<file path="src/rtl/ppm_pkg.sv">
// rtl/ppm_pkg.sv - shared state encoding, default windows and helpers for the PPM frame delimiter
// Purpose: one place for the FSM encoding, the default pulse/SOF/EOF windows,
//          the in-frame idle timeout and the window-compare helper.
// Ports:   none (package).
package ppm_pkg;

  typedef enum logic {
    ST_IDLE  = 1'b0,
    ST_FRAME = 1'b1
  } state_t;

  localparam int PPM_CNT_W     = 8;
  localparam int PPM_PULSE_MIN = 4;
  localparam int PPM_PULSE_MAX = 12;
  localparam int PPM_SOF_MIN   = 20;
  localparam int PPM_SOF_MAX   = 28;
  localparam int PPM_EOF_MIN   = 36;
  localparam int PPM_EOF_MAX   = 44;
  localparam int PPM_IDLE_MAX  = 40;

  // Inclusive window compare on a measured run length.
  function automatic logic in_win(input int v, input int lo, input int hi);
    return (v >= lo) && (v <= hi);
  endfunction

endpackage

</file>
<file path="src/rtl/ppm_frame_delim_if.sv">
// rtl/ppm_frame_delim_if.sv - line input and frame-event outputs of the PPM frame delimiter
// Purpose: bundles the PPM line, enable and the delimiter strobes.
// Ports:   slave  - delimiter side (Din/en in, strobes/pulse_gap/frame_active out)
//          master - line driver / consumer side (mirror of slave)
interface ppm_frame_delim_if #(
  parameter int CNT_W = 8
);
  logic             Din;
  logic             en;
  logic             sof_rcv_out;
  logic             pulse_rcv_out;
  logic [CNT_W-1:0] pulse_gap;
  logic             eof_rcv_out;
  logic             err_out;
  logic             frame_active;

  modport slave (
    input  Din, en,
    output sof_rcv_out, pulse_rcv_out, pulse_gap, eof_rcv_out, err_out, frame_active
  );

  modport master (
    output Din, en,
    input  sof_rcv_out, pulse_rcv_out, pulse_gap, eof_rcv_out, err_out, frame_active
  );
endinterface

</file>
<file path="src/rtl/ppm_run_cnt.sv">
// rtl/ppm_run_cnt.sv - saturating run-length counter with clear
// Purpose: counts consecutive samples of one line level.
// Ports:   clk16, rst_n - clock, async active-low reset
//          zero  - force count to 0 (highest priority)
//          start - this sample begins a new run (count becomes 1)
//          inc   - this sample continues the run (+1, saturating)
//          cnt   - current run length
module ppm_run_cnt #(
  parameter int W = 8
) (
  input  logic         clk16,
  input  logic         rst_n,
  input  logic         zero,
  input  logic         start,
  input  logic         inc,
  output logic [W-1:0] cnt
);

  logic [W-1:0] cnt_q, cnt_d;

  always_comb begin
    cnt_d = cnt_q;
    if (zero) begin
      cnt_d = '0;
    end else if (start) begin
      // The edge sample itself is the first sample of the run.
      cnt_d = W'(1);
    end else if (inc && (cnt_q != '1)) begin
      cnt_d = cnt_q + W'(1);
    end
  end

  always_ff @(posedge clk16 or negedge rst_n) begin
    if (!rst_n) cnt_q <= '0;
    else        cnt_q <= cnt_d;
  end

  assign cnt = cnt_q;

endmodule

</file>
<file path="src/rtl/ppm_frame_delim.sv">
// rtl/ppm_frame_delim.sv - PPM frame delimiter: SOF / data pulse / EOF / framing-error detection
// Purpose: measures low widths of the oversampled PPM line and classifies each
//          one on the rising edge; times out long in-frame idle.
// Ports:   clk16 - oversampling clock
//          rst_n - async active-low reset
//          bus   - slave modport: Din, en in; sof/pulse/eof/err strobes,
//                  pulse_gap and frame_active out
module ppm_frame_delim
  import ppm_pkg::*;
#(
  parameter int CNT_W     = PPM_CNT_W,
  parameter int PULSE_MIN = PPM_PULSE_MIN,
  parameter int PULSE_MAX = PPM_PULSE_MAX,
  parameter int SOF_MIN   = PPM_SOF_MIN,
  parameter int SOF_MAX   = PPM_SOF_MAX,
  parameter int EOF_MIN   = PPM_EOF_MIN,
  parameter int EOF_MAX   = PPM_EOF_MAX,
  parameter int IDLE_MAX  = PPM_IDLE_MAX
) (
  input  logic              clk16,
  input  logic              rst_n,
  ppm_frame_delim_if.slave  bus
);

  if (PULSE_MAX >= SOF_MIN) begin : g_chk_pulse_sof
    $error("PULSE_MAX must be below SOF_MIN");
  end
  if (SOF_MAX >= EOF_MIN) begin : g_chk_sof_eof
    $error("SOF_MAX must be below EOF_MIN");
  end
  if ((EOF_MAX >= (2**CNT_W) - 1) || (IDLE_MAX >= (2**CNT_W) - 1)) begin : g_chk_cnt_w
    $error("EOF_MAX and IDLE_MAX must be below the counter saturation value");
  end

  logic             din_q, din_d;
  logic             din_qq, din_qq_d;
  logic             armed_q, armed_d;
  state_t           state_q, state_d;
  logic             sof_q, sof_d;
  logic             pulse_q, pulse_d;
  logic             eof_q, eof_d;
  logic             err_q, err_d;
  logic [CNT_W-1:0] gap_lat_q, gap_lat_d;
  logic [CNT_W-1:0] pulse_gap_q, pulse_gap_d;
  logic [CNT_W-1:0] lo_cnt, hi_cnt;
  logic             rise, fall;
  int               lo_w;

  assign rise = din_q & ~din_qq;
  assign fall = ~din_q & din_qq;
  assign lo_w = int'(lo_cnt);

  ppm_run_cnt #(.W(CNT_W)) u_lo_cnt (
    .clk16 (clk16),
    .rst_n (rst_n),
    .zero  (~bus.en),
    .start (fall),
    .inc   (~din_q),
    .cnt   (lo_cnt)
  );

  ppm_run_cnt #(.W(CNT_W)) u_hi_cnt (
    .clk16 (clk16),
    .rst_n (rst_n),
    .zero  (~bus.en),
    .start (rise),
    .inc   (din_q),
    .cnt   (hi_cnt)
  );

  always_comb begin
    din_d       = bus.Din;
    din_qq_d    = din_q;
    armed_d     = armed_q;
    state_d     = state_q;
    sof_d       = 1'b0;
    pulse_d     = 1'b0;
    eof_d       = 1'b0;
    err_d       = 1'b0;
    gap_lat_d   = gap_lat_q;
    pulse_gap_d = pulse_gap_q;

    if (!bus.en) begin
      // armed_q only sets on a falling edge seen while enabled, so a low run
      // already in progress when en rises is never classified.
      armed_d   = 1'b0;
      gap_lat_d = '0;
      state_d   = ST_IDLE;
    end else begin
      if (fall) begin
        armed_d   = 1'b1;
        gap_lat_d = hi_cnt;
      end
      if (rise && armed_q) begin
        case (state_q)
          ST_IDLE: begin
            if (in_win(lo_w, SOF_MIN, SOF_MAX)) begin
              sof_d   = 1'b1;
              state_d = ST_FRAME;
            end
          end
          ST_FRAME: begin
            if (in_win(lo_w, PULSE_MIN, PULSE_MAX)) begin
              pulse_d     = 1'b1;
              pulse_gap_d = gap_lat_q;
            end else if (in_win(lo_w, EOF_MIN, EOF_MAX)) begin
              eof_d   = 1'b1;
              state_d = ST_IDLE;
            end else begin
              err_d   = 1'b1;
              state_d = ST_IDLE;
            end
          end
          default: state_d = ST_IDLE;
        endcase
      end else if ((state_q == ST_FRAME) && din_q && !rise &&
                   (hi_cnt > CNT_W'(IDLE_MAX))) begin
        // Leaving FRAME makes this fire only once per over-long idle run.
        err_d   = 1'b1;
        state_d = ST_IDLE;
      end
    end
  end

  always_ff @(posedge clk16 or negedge rst_n) begin
    if (!rst_n) begin
      din_q       <= 1'b1;
      din_qq      <= 1'b1;
      armed_q     <= 1'b0;
      state_q     <= ST_IDLE;
      sof_q       <= 1'b0;
      pulse_q     <= 1'b0;
      eof_q       <= 1'b0;
      err_q       <= 1'b0;
      gap_lat_q   <= '0;
      pulse_gap_q <= '0;
    end else begin
      din_q       <= din_d;
      din_qq      <= din_qq_d;
      armed_q     <= armed_d;
      state_q     <= state_d;
      sof_q       <= sof_d;
      pulse_q     <= pulse_d;
      eof_q       <= eof_d;
      err_q       <= err_d;
      gap_lat_q   <= gap_lat_d;
      pulse_gap_q <= pulse_gap_d;
    end
  end

  assign bus.sof_rcv_out   = sof_q;
  assign bus.pulse_rcv_out = pulse_q;
  assign bus.eof_rcv_out   = eof_q;
  assign bus.err_out       = err_q;
  assign bus.pulse_gap     = pulse_gap_q;
  // state_q updates on the same edge as the strobes, so it is already aligned.
  assign bus.frame_active  = (state_q == ST_FRAME);

endmodule
</file>
<file path="src/flat_wrapper.sv">
// flat-port wrapper written by rule: the top's interface ports become plain ports
module ppm_frame_delim_flat import ppm_pkg::*;
#(
  parameter int CNT_W     = PPM_CNT_W,
  parameter int PULSE_MIN = PPM_PULSE_MIN,
  parameter int PULSE_MAX = PPM_PULSE_MAX,
  parameter int SOF_MIN   = PPM_SOF_MIN,
  parameter int SOF_MAX   = PPM_SOF_MAX,
  parameter int EOF_MIN   = PPM_EOF_MIN,
  parameter int EOF_MAX   = PPM_EOF_MAX,
  parameter int IDLE_MAX  = PPM_IDLE_MAX
)
  (clk16, rst_n, bus_Din, bus_en, bus_sof_rcv_out, bus_pulse_rcv_out, bus_pulse_gap, bus_eof_rcv_out, bus_err_out, bus_frame_active);
  ppm_frame_delim_if #(.CNT_W(CNT_W)) bus_i ();
  input  logic clk16;
  input  logic rst_n;
  input wire logic [$bits(bus_i.Din)-1:0] bus_Din;
  input wire logic [$bits(bus_i.en)-1:0] bus_en;
  output wire logic [$bits(bus_i.sof_rcv_out)-1:0] bus_sof_rcv_out;
  output wire logic [$bits(bus_i.pulse_rcv_out)-1:0] bus_pulse_rcv_out;
  output wire logic [$bits(bus_i.pulse_gap)-1:0] bus_pulse_gap;
  output wire logic [$bits(bus_i.eof_rcv_out)-1:0] bus_eof_rcv_out;
  output wire logic [$bits(bus_i.err_out)-1:0] bus_err_out;
  output wire logic [$bits(bus_i.frame_active)-1:0] bus_frame_active;
  assign bus_i.Din = bus_Din;
  assign bus_i.en = bus_en;
  assign bus_sof_rcv_out = bus_i.sof_rcv_out;
  assign bus_pulse_rcv_out = bus_i.pulse_rcv_out;
  assign bus_pulse_gap = bus_i.pulse_gap;
  assign bus_eof_rcv_out = bus_i.eof_rcv_out;
  assign bus_err_out = bus_i.err_out;
  assign bus_frame_active = bus_i.frame_active;
  ppm_frame_delim #(.CNT_W(CNT_W), .PULSE_MIN(PULSE_MIN), .PULSE_MAX(PULSE_MAX), .SOF_MIN(SOF_MIN), .SOF_MAX(SOF_MAX), .EOF_MIN(EOF_MIN), .EOF_MAX(EOF_MAX), .IDLE_MAX(IDLE_MAX)) u_core (.clk16(clk16), .rst_n(rst_n), .bus(bus_i));
endmodule
</file>
<file path="config.mk">
export PLATFORM = sky130hd
export DESIGN_NAME = ppm_frame_delim_flat
export DESIGN_NICKNAME = d
export VERILOG_FILES = /design/src/rtl/ppm_pkg.sv /design/src/rtl/ppm_frame_delim_if.sv /design/src/rtl/ppm_run_cnt.sv /design/src/rtl/ppm_frame_delim.sv /design/src/flat_wrapper.sv
export SDC_FILE = /design/constraint.sdc
export NUM_CORES = 1
export LEC_CHECK = 0
export CORE_AREA = 3 3 84 86
export CTS_CLUSTER_DIAMETER = 60
export CTS_CLUSTER_SIZE = 14
export DETAILED_ROUTE_END_ITERATION = 10
export DIE_AREA = 0 0 87 89
export GPL_TIMING_DRIVEN = 0
export MAX_ROUTING_LAYER = met4
export PLACE_DENSITY_LB_ADDON = 0.2
export SYNTH_ARGS = -nofsm -noshare
export SYNTH_HDL_FRONTEND = slang
export SYNTH_SLANG_ARGS = --single-unit
</file>
<file path="constraint.sdc">
create_clock -name clk16 -period 2.6 [get_ports clk16]
set_clock_uncertainty 0.1 [all_clocks]
set_input_delay 0.52 -clock clk16 [delete_from_list [all_inputs] [get_ports clk16]]
set_output_delay 0.52 -clock clk16 [all_outputs]
set_load 0.03 [all_outputs]
</file>
==> results.md, run 1 <==
* CP endpoint kind: register
* R2R setup slack at 0.24 ns
* TritonCTS clock tree: yes
* CTS buffer count at 5
* Num ports at 17
* DRT iter0 DRCs at 64
* Status: complete, no violations
* Post-CTS Setup Bufs at 0
* Seq cells post-synth at 40
* Mean post-synth cell area at 10.4 um2
* Worst slew pin tran at 0.544 ns
* Worst r2r path cells at 7
* Total grt overflow at 0
* Diode count at 0
* Post-synth EDFFs at 0
* GPL Wtd Cong at 0.789
* Worst Setup Slack, final at 0.240 ns
* Nets at 215
* IO Port Bufs at 15
* PwrDens at 497 mW/mm2
* Die area at 0.00774 mm2
* Layout cells sized above 1 at 0.130
* DRC viols at 0
* Clk buf depth at 2
* Worst Hold Class: primary input to async pin
* Register area share after synthesis at 0.523
* Crit path time final at 2.36 ns
* Post-CTS Hold Fix Bufs at 0
* Yosys warns at 0
* CP Class: register to register
* Finished Cell Area at 0.00227 mm2
* Setup TNS at 0 ns
* Total Power at 1.13 mW
* Relative slew slack at 0.635
* Yosys cell types at 40
* CTS H-tree depth at 2
* Rows at 29
* Final worst path period share at 0.908
* Fin cells at 285
* R2R Path End: u_core.bus.pulse_gap[4]$_DFFE_PN0P_
* Die width at 87 um
* Post-Place Worst Slack at 0.244 ns
* Worst skew pair latency at 0.29 ns
* CP max FO at 10
* Largest net degree at the start of global routing at 30
* Worst EP required at 2.68 ns
* TritonRoute pass-1 iters at 4
* Worst R2R Start: u_core.u_lo_cnt.cnt[0]$_DFFE_PN0P_
* Final slew viol count at 0
* Clock Pin Slew Worst Setup and Hold Paths at 0.08 ns
* Vias at 1394
* Number of global-route vias before repair at 1383
* Largest area contributor in the netlist: dfrtp_1
* Antenna viol nets, final at 0
* Worst IR Drop VDD at 247 uV
* Most frequent cells in the layout: dfrtp_1, nand2_1, clkdlybuf4s50_1
* WHS at 0.0116 ns
* Max Clock Freq at 424 MHz
* Ys async rst share at 1.00
* Top post-synthesis cells by area: dfrtp_1, mux2_4, nand2_1, nand3_1, a21boi_0
* Critical Path AT at 2.44 ns
* Dpl hpwl at 2.76 mm
* Die Y-Extent at 89 um
* Post-cts resize count at 0
* Final Setup Violations at 0
* Final wirelength at 3.87 mm
* Mapped Area at 0.00192 mm2
* Post-DR vias/cell at 4.89
* Leading cell type in the layout, fill and taps excluded: dfrtp_1
* RSZ-0062 raised after global routing: no
* Commonest register cell after synthesis: dfrtp_1
* # clock sinks at 40
* Placed cells at 277
* Share of the synthesized area in the top cell type at 0.496
* Finished Core Util at 0.358
* Max cap viols at 0
* Initial Util at 0.302
* Tot GR Track Use at 0.116
* Core box area at 0.00635 mm2
* Cells after synthesis at 184
* First-pass GRT wire length at 6.87 mm
* CP Launch Type: register
* Clk root buf: clkbuf_8
* Static Leakage at 0.973 nW
* Wire per inst at 13.6 um
* Post-synth net total at 192
* DP Area at 0.00218 mm2
* Hold Vio Cnt, Final at 0
* Layout area overhead at 18.5%
* Initial antenna violation count at 0
==> Yosys cell counts (all sizes together), types with 3 or more instances <==
cell type and n:
and2 3, clkbuf 6, nor2b 3, or4 3, dfrtp 38, nor3 7, o21ai 8, inv 8
a21oi 6, and4 3, ha 4, mux2 8, nand4 3, o211ai 3, nor2 12, a21boi 8
nand3 12, nand2 22
==> routing by layer <==
layer / wire length (um) / track usage / share of wire
met2: 1700 / 0.170 / 0.44
met3: 136 / 0.0258 / 0.035
met5: 0 / - / 0
met4: 63 / 0.0382 / 0.016
met1: 1970 / 0.158 / 0.51
==> how the worst max path moves through the flow <==
stage | from | to | slack [ns] | cells past startpoint
3_5_place_dp | u_core.u_lo_cnt.cnt[0]$_DFFE_PN0P_ | u_core.bus.pulse_gap[6]$_DFFE_PN0P_ | 0.24 | 7
4_1_cts | u_core.u_lo_cnt.cnt[0]$_DFFE_PN0P_ | u_core.bus.pulse_gap[4]$_DFFE_PN0P_ | 0.23 | 7
2_1_floorplan | u_core.u_lo_cnt.cnt[0]$_DFFE_PN0P_ | u_core.bus.pulse_gap[0]$_DFFE_PN0P_ | 0.38 | 7
3_3_place_gp | rst_n | u_core.bus.pulse_gap[7]$_DFFE_PN0P_ | -0.23 | 1
6_report | u_core.u_lo_cnt.cnt[0]$_DFFE_PN0P_ | u_core.bus.pulse_gap[4]$_DFFE_PN0P_ | 0.24 | 7
5_1_grt | u_core.din_q$_DFF_PN1_ | u_core.u_lo_cnt.cnt[3]$_DFFE_PN0P_ | 0.13 | 5
==> report_power, final <==
part           internal (mW)  total, mW  switching, mW
Sequential             0.630      0.640        0.00930
Clock                  0.212      0.428          0.217
Combinational         0.0197     0.0614         0.0417
==> layout make-up <==
class                   count  area, um2
fillers                   641       4080
flip-flops and latches     40       1000
multi-input cells         129        850
repair buffers             16        165
well taps                  77       96.3
clock buffers               6       82.6
plain buffers               7       33.8
inverters                   8       30.0
clock inverters             2       10.0
==> registers in the layout (all words and copies together) (netlist names), 8 cells and up <==
signal and count:
u_core.bus.pulse_gap 8, u_core.u_hi_cnt.cnt 8, u_core.gap_lat_q 8, u_core.u_lo_cnt.cnt 8
==> critical path: stages, from the launching register on <==
cell and delay, ns:
dfrtp_1 0.44, inv_1 0.12, ha_1 0.15, inv_1 0.03, a2111o_1 0.42, or4_4 0.53
buf_6 0.17, mux2_4 0.30
==> cells by family after synthesis <==
family / Yosys count / share of synthesized area
AOI/OAI and AO/OA: 36 / 0.127
DFF: 40 / 0.523
xor gates and xnor gates: 2 / 0.00914
and+or+nand+nor: 78 / 0.213
buffers and inverters: 15 / 0.0333
muxes: 9 / 0.0679
adders and majority gates: 4 / 0.0261
No activity file was read; power rests on OpenSTA's default activity.
==> run 2, diff against run 1 <==
--- a/config.mk
+++ b/config.mk
@@ -5,6 +5,7 @@
 export SDC_FILE = /design/constraint.sdc
 export NUM_CORES = 1
 export LEC_CHECK = 0
+export CAP_MARGIN = 25
 export CORE_AREA = 3 3 84 86
 export CTS_CLUSTER_DIAMETER = 60
 export CTS_CLUSTER_SIZE = 14
==> results of run 2 <==
Same layout as run 1: the final DEF is identical, and so are final timing and power.
